### config.mk
export PLATFORM = sky130hd
export DESIGN_NAME = fft_peak_reader
export DESIGN_NICKNAME = d
export VERILOG_FILES = /design/src/rtl/fft_pkg.sv /design/src/rtl/mag_sq.sv /design/src/rtl/fft_peak_reader.sv
export SDC_FILE = /design/constraint.sdc
export NUM_CORES = 2
export LEC_CHECK = 0
export BUFFER_PORTS_ARGS = -buffer_cell sky130_fd_sc_hd__buf_2
export CORE_ASPECT_RATIO = 1.2
export CORE_MARGIN = 2
export CORE_UTILIZATION = 45
export CTS_BUF_LIST = sky130_fd_sc_hd__clkbuf_16
export CTS_CLUSTER_DIAMETER = 30
export DETAILED_ROUTE_END_ITERATION = 16
export GPL_TIMING_DRIVEN = 0
export PLACE_DENSITY = 0.65
export SLEW_MARGIN = 5
export SYNTH_ARGS = -nofsm -noshare
export SYNTH_HDL_FRONTEND = slang
export SYNTH_HIERARCHICAL = 1
export SYNTH_SLANG_ARGS = --single-unit
### constraint.sdc
create_clock -name clk -period 10.1 [get_ports clk]
set_input_delay 1.515 -clock clk [delete_from_list [all_inputs] [get_ports clk]]
set_output_delay 1.515 -clock clk [all_outputs]
set_load 0.05 [all_outputs]
### src/rtl/fft_pkg.sv
// rtl/fft_pkg.sv - shared FFT result types, sizes and peak-reader state encoding
package fft_pkg;
  localparam int bit_width = 16;
  localparam int N         = 512;
  localparam int M         = 9;
  localparam int MIN_BIN   = 2;
  localparam int RAM_LAT   = 1;

  typedef logic signed [bit_width-1:0] sample_t;
  typedef logic [2*bit_width-1:0]      mag_t;
  typedef logic [M-1:0]                adr_t;
  typedef logic [M-2:0]                bin_t;

  typedef enum logic [1:0] {IDLE, SWEEP, DRAIN, DONE} state_t;
endpackage

### src/rtl/mag_sq.sv
// rtl/mag_sq.sv - pipelined re^2+im^2: registered squares, then an unregistered sum
// The sum stage is closed by the max-tracker register in the parent.
module mag_sq
  import fft_pkg::*;
(
  input  logic                        clk,
  input  logic                        reset,
  input  logic                        i_valid,
  input  logic [M-2:0]                i_tag,
  input  logic signed [bit_width-1:0] i_re,
  input  logic signed [bit_width-1:0] i_im,
  output logic                        o_valid,
  output logic [M-2:0]                o_tag,
  output logic [2*bit_width-1:0]      o_sum
);
  logic signed [2*bit_width-1:0] w_re_x;
  logic signed [2*bit_width-1:0] w_im_x;
  logic                          r_valid;
  bin_t                          r_tag;
  mag_t                          r_sq_re;
  mag_t                          r_sq_im;

  assign w_re_x = {{bit_width{i_re[bit_width-1]}}, i_re};
  assign w_im_x = {{bit_width{i_im[bit_width-1]}}, i_im};

  always_ff @(posedge clk) begin
    if (reset) begin
      r_valid <= 1'b0;
      r_tag   <= '0;
      r_sq_re <= '0;
      r_sq_im <= '0;
    end else begin
      r_valid <= i_valid;
      r_tag   <= i_tag;
      r_sq_re <= w_re_x * w_re_x;
      r_sq_im <= w_im_x * w_im_x;
    end
  end

  // Each square is at most 2^(2bw-2), so the sum never exceeds 2^(2bw-1).
  assign o_sum   = r_sq_re + r_sq_im;
  assign o_valid = r_valid;
  assign o_tag   = r_tag;
endmodule

### src/rtl/fft_peak_reader.sv
// rtl/fft_peak_reader.sv - sweeps FFT result bins after each done edge and reports the peak bin
module fft_peak_reader
  import fft_pkg::*;
(
  input  logic                        clk,
  input  logic                        reset,
  input  logic                        fft_done,
  output logic [M-1:0]                rd_adr,
  input  logic signed [bit_width-1:0] rd_re,
  input  logic signed [bit_width-1:0] rd_im,
  output logic                        busy,
  output logic                        peak_valid,
  output logic [M-2:0]                peak_bin,
  output logic [2*bit_width-1:0]      peak_mag
);
  state_t r_state;
  state_t w_state_nxt;
  logic   r_done_q;
  adr_t   r_adr;
  logic   r_busy;
  logic   r_peak_valid;
  bin_t   r_peak_bin;
  mag_t   r_peak_mag;
  mag_t   r_best_mag;
  bin_t   r_best_bin;
  logic   r_lat_v   [RAM_LAT];
  bin_t   r_lat_tag [RAM_LAT];

  logic   w_trigger;
  logic   w_last_adr;
  logic   w_lat_busy;
  logic   w_sq_valid;
  bin_t   w_sq_tag;
  mag_t   w_sq_sum;
  mag_t   w_best_mag_nxt;
  bin_t   w_best_bin_nxt;

  assign w_trigger  = (r_state == IDLE) && fft_done && !r_done_q;
  assign w_last_adr = (r_adr == adr_t'(N/2-1));

  always_comb begin
    w_lat_busy = 1'b0;
    for (int i = 0; i < RAM_LAT; i++) w_lat_busy = w_lat_busy | r_lat_v[i];
  end

  mag_sq u_mag_sq (
    .clk     (clk),
    .reset   (reset),
    .i_valid (r_lat_v[RAM_LAT-1]),
    .i_tag   (r_lat_tag[RAM_LAT-1]),
    .i_re    (rd_re),
    .i_im    (rd_im),
    .o_valid (w_sq_valid),
    .o_tag   (w_sq_tag),
    .o_sum   (w_sq_sum)
  );

  // Strictly greater keeps the lowest bin on ties.
  always_comb begin
    w_best_mag_nxt = r_best_mag;
    w_best_bin_nxt = r_best_bin;
    if (w_sq_valid && (w_sq_sum > r_best_mag)) begin
      w_best_mag_nxt = w_sq_sum;
      w_best_bin_nxt = w_sq_tag;
    end
  end

  // DRAIN exits once nothing is waiting on the RAM; the sample in the squarer
  // is folded into the result through the next-best values on that same edge.
  always_comb begin
    w_state_nxt = r_state;
    case (r_state)
      IDLE:    if (w_trigger)   w_state_nxt = SWEEP;
      SWEEP:   if (w_last_adr)  w_state_nxt = DRAIN;
      DRAIN:   if (!w_lat_busy) w_state_nxt = DONE;
      DONE:                     w_state_nxt = IDLE;
      default:                  w_state_nxt = IDLE;
    endcase
  end

  always_ff @(posedge clk) begin
    if (reset) begin
      r_state      <= IDLE;
      r_done_q     <= 1'b0;
      r_adr        <= '0;
      r_busy       <= 1'b0;
      r_peak_valid <= 1'b0;
      r_peak_bin   <= '0;
      r_peak_mag   <= '0;
      r_best_mag   <= '0;
      r_best_bin   <= bin_t'(MIN_BIN);
      for (int i = 0; i < RAM_LAT; i++) begin
        r_lat_v[i]   <= 1'b0;
        r_lat_tag[i] <= '0;
      end
    end else begin
      r_state      <= w_state_nxt;
      r_done_q     <= fft_done;
      r_peak_valid <= 1'b0;

      r_lat_v[0]   <= (r_state == SWEEP);
      r_lat_tag[0] <= r_adr[M-2:0];
      for (int i = 1; i < RAM_LAT; i++) begin
        r_lat_v[i]   <= r_lat_v[i-1];
        r_lat_tag[i] <= r_lat_tag[i-1];
      end

      if (w_trigger) begin
        r_best_mag <= '0;
        r_best_bin <= bin_t'(MIN_BIN);
      end else begin
        r_best_mag <= w_best_mag_nxt;
        r_best_bin <= w_best_bin_nxt;
      end

      case (r_state)
        IDLE: if (w_trigger) begin
          r_adr  <= adr_t'(MIN_BIN);
          r_busy <= 1'b1;
        end
        SWEEP: r_adr <= w_last_adr ? '0 : r_adr + 1'b1;
        DRAIN: if (!w_lat_busy) begin
          r_peak_bin   <= w_best_bin_nxt;
          r_peak_mag   <= w_best_mag_nxt;
          r_peak_valid <= 1'b1;
          r_busy       <= 1'b0;
        end
        default: ;
      endcase
    end
  end

  assign rd_adr     = r_adr;
  assign busy       = r_busy;
  assign peak_valid = r_peak_valid;
  assign peak_bin   = r_peak_bin;
  assign peak_mag   = r_peak_mag;
endmodule
==> impl_metrics.json <==
{
  "status": "finished, final reports clean",
  "avgSynthCellArea_sq_um": 9.15,
  "finalSetupViolCount": 0,
  "crit_chain": "clkbuf_1 -> clkbuf_1 -> nand2_1 -> fa_1 -> inv_1 -> fa_1 -> fa_1 -> fa_1 -> fa_1 -> inv_1 -> fa_1 -> inv_1 -> ha_1 -> and3_1 -> a31oi_1 -> o21ai_0 -> a22o_1 -> a211oi_1 -> o41ai_1 -> xnor2_1 -> nor2_1",
  "wirelength_um": 60200,
  "layout_common_cells": "inv_1 (693), fa_1 (468), ha_1 (247), nor2_1 (212), nand2_1 (188)",
  "fp.dieH_um": 265,
  "fillers": 5267,
  "period_minus_slack_ns": 8.03,
  "start_util_pct": 45.5,
  "htree_levels": 4,
  "synth_edf_count": 0,
  "synth_fp_nets": 3533,
  "rows": 95,
  "grt_pass1_wl_um": 99900,
  "synthArstFlopShare_pct": 0,
  "worst_r2r_path_depth": 18,
  "grt_pass1_vias": 20600,
  "final_hold_viol_count": 0,
  "hold_class": "flop to flop",
  "cts_setup_buffers": 0,
  "crit_buf_inv": 5,
  "crit_family": "adder cells",
  "critPathMostFrequentCell": "fa_1",
  "cts-buffers-inserted": 17,
  "min_from": "r_lat_tag[0][3]",
  "drtIter0Drc": 896,
  "yosysWarnings": 6,
  "io_buffer_count": 82,
  "ios": 86,
  "cp.required_ns": 10.40,
  "yosysTopAreaCell": "fa_1",
  "die_w_um": 221,
  "r2r_start": "u_mag_sq/r_sq_im[5]",
  "firstDrtPassIters": 5,
  "final_common_cell": "inv_1",
  "fin_skew_ns": 0.0122,
  "synthToLayoutAreaGrowth_pct": 7.44,
  "ctsRootBufferMaster": "clkbuf_16",
  "crit_start": "rd_re[5]",
  "end_kind": "flop",
  "holdPathStages": 1,
  "vias_per_cell": 5.19,
  "worstPathArrival_ns": 8.34,
  "slowest_delay_ns": 0.84,
  "synth_cell_type_count": 74,
  "cts.sinks": 174,
  "slowest_stage": "fa_1",
  "max_freq_mhz": 125,
  "tightest_slew_ns": 1.31,
  "synthFlopType": "dfxtp_1",
  "cp-start-kind": "input port",
  "rsz0062_at_grt": "no",
  "yosysSeqAreaShare_pct": 13.7,
  "drive_gt1_share_pct": 5.21,
  "cp_max_fo": 10,
  "tns_ns": 0,
  "grt_usage_pct": 21.4,
  "syn_inst": 2783,
  "crit_cells": 21,
  "clk_pin_slew_ns": 0.08,
  "period_share_pct": 79.5,
  "ant_nets": 0,
  "nets": 3634,
  "clk_latency_ns": 0.43,
  "cts_tree": "yes",
  "dieArea_sq_mm": 0.0585,
  "post-route-drc-count": 0,
  "antenna_found_initial": 1,
  "dp_hpwl_um": 51700,
  "hold_buffers": 0,
  "wire_per_inst_um": 16.6,
  "slew_violations": 0,
  "critPathKind": "input port to flop",
  "grt_overflow_total": 0,
  "clk_path_buf_depth": 2,
  "cap_violations": 0,
  "post_cts_resized": 0,
  "num_antenna_cells": 0,
  "via_count": 18800,
  "grt_max_degree": 19,
  "synth_area_leaders": "fa_1 (37%), dfxtp_1 (14%), ha_1 (12%), inv_1 (10%), nor2_1 (3.1%)",
  "slew_headroom_pct": 11.3,
  "syn-cell-area_sq_mm": 0.0255,
  "gp_congestion": 0.925,
  "yosys.area.top_type_share_pct": 36.8,
  "synth_seq_cells": 174,
  "core_area_sq_mm": 0.0560
}
-- flip-flops by register name, indices dropped and copies added (netlist names), 2 cells and up --
name	count
peak_mag	32
r_best_mag	32
u_mag_sq/r_sq_im	31
u_mag_sq/r_sq_re	31
rd_adr	9
peak_bin	8
r_best_bin	8
r_lat_tag	8
u_mag_sq/o_tag	8
r_state	2
-- metrics by stage --
step | instances | setup WS, ns | hold WS, ns | cell area, sq um | utilization (%)
after floorplan | 2783 | 2.79 | 0.414 | 25500 | -
after global placement | 3592 | 1.85 | 0.435 | 26800 | 47.8
after detailed placement | 3592 | 1.72 | 0.435 | 26800 | 47.8
after CTS | 3624 | 2.17 | 0.450 | 27400 | 48.9
after global routing | 3624 | 1.75 | 0.467 | 27400 | 48.9
final | 3624 | 2.07 | 0.449 | 27400 | 48.9
-- final cells by class --
type	instances	area, sq um	area share, %
Buffer	82	340	1.24
Clock buffer	17	425	1.55
Clock inverter	15	149	0.544
Inverter	693	2600	9.51
Multi-Input combinational cell	1834	19000	69.6
Sequential cell	174	3480	12.7
Tap cell	727	910	3.32
Timing Repair Buffer	82	410	1.50
-- routing by layer --
metal | wire (um) | track usage, % | share of wire, % | up-vias
li1 | - | - | - | 8732
met1 | 23000 | 24.1 | 38 | 9457
met2 | 32000 | 40.2 | 53 | 450
met3 | 2410 | 2.85 | 4.0 | 149
met4 | 2800 | 8.98 | 4.6 | 4
met5 | 26 | 0 | 0.043 | -
-- path summary, 6_finish.rpt --
| path | to | slack [ns] |
|---|---|---|
| max | u_mag_sq/r_sq_re[31] | 2.07 |
| min | u_mag_sq/o_tag[3] | 0.45 |
| max reg2reg | peak_mag[28] | 4.79 |
| min reg2reg | u_mag_sq/o_tag[3] | 0.45 |
-- cells in the mapped netlist (all sizes together) (4+ instances only) --
| master | count |
|---|---|
| xor2 | 33 |
| o211ai | 7 |
| nand4 | 21 |
| and3 | 13 |
| a21o | 26 |
| nor3b | 6 |
| o21ai | 53 |
| or2 | 6 |
| dfxtp | 174 |
| clkbuf | 73 |
| mux2i | 43 |
| a21oi | 86 |
| o21a | 14 |
| and2 | 89 |
| or3 | 7 |
| nand3 | 20 |
| xnor2 | 71 |
| buf | 9 |
| a31oi | 9 |
| fa | 468 |
| a41o | 4 |
| nor4 | 4 |
| nand2b | 24 |
| o21bai | 9 |
| nor2b | 36 |
| nor3 | 23 |
| inv | 693 |
| a31o | 8 |
| ha | 247 |
| a21boi | 5 |
| nand2 | 188 |
| o31ai | 5 |
| a211oi | 56 |
| nor2 | 212 |
-- cell families after synthesis --
| group | count (synthesis) | synth area share [%] |
|---|---|---|
| compound gates | 310 | 8.25 |
| buf+inv | 775 | 11.5 |
| mux | 46 | 1.82 |
| flops | 174 | 13.7 |
| xor+xnor | 104 | 3.58 |
| simple gates | 659 | 12.2 |
| fa+ha+maj | 715 | 48.9 |
Power is not shown: default switching activity piles up to over one toggle a cycle in this logic, so the estimate is an artifact.
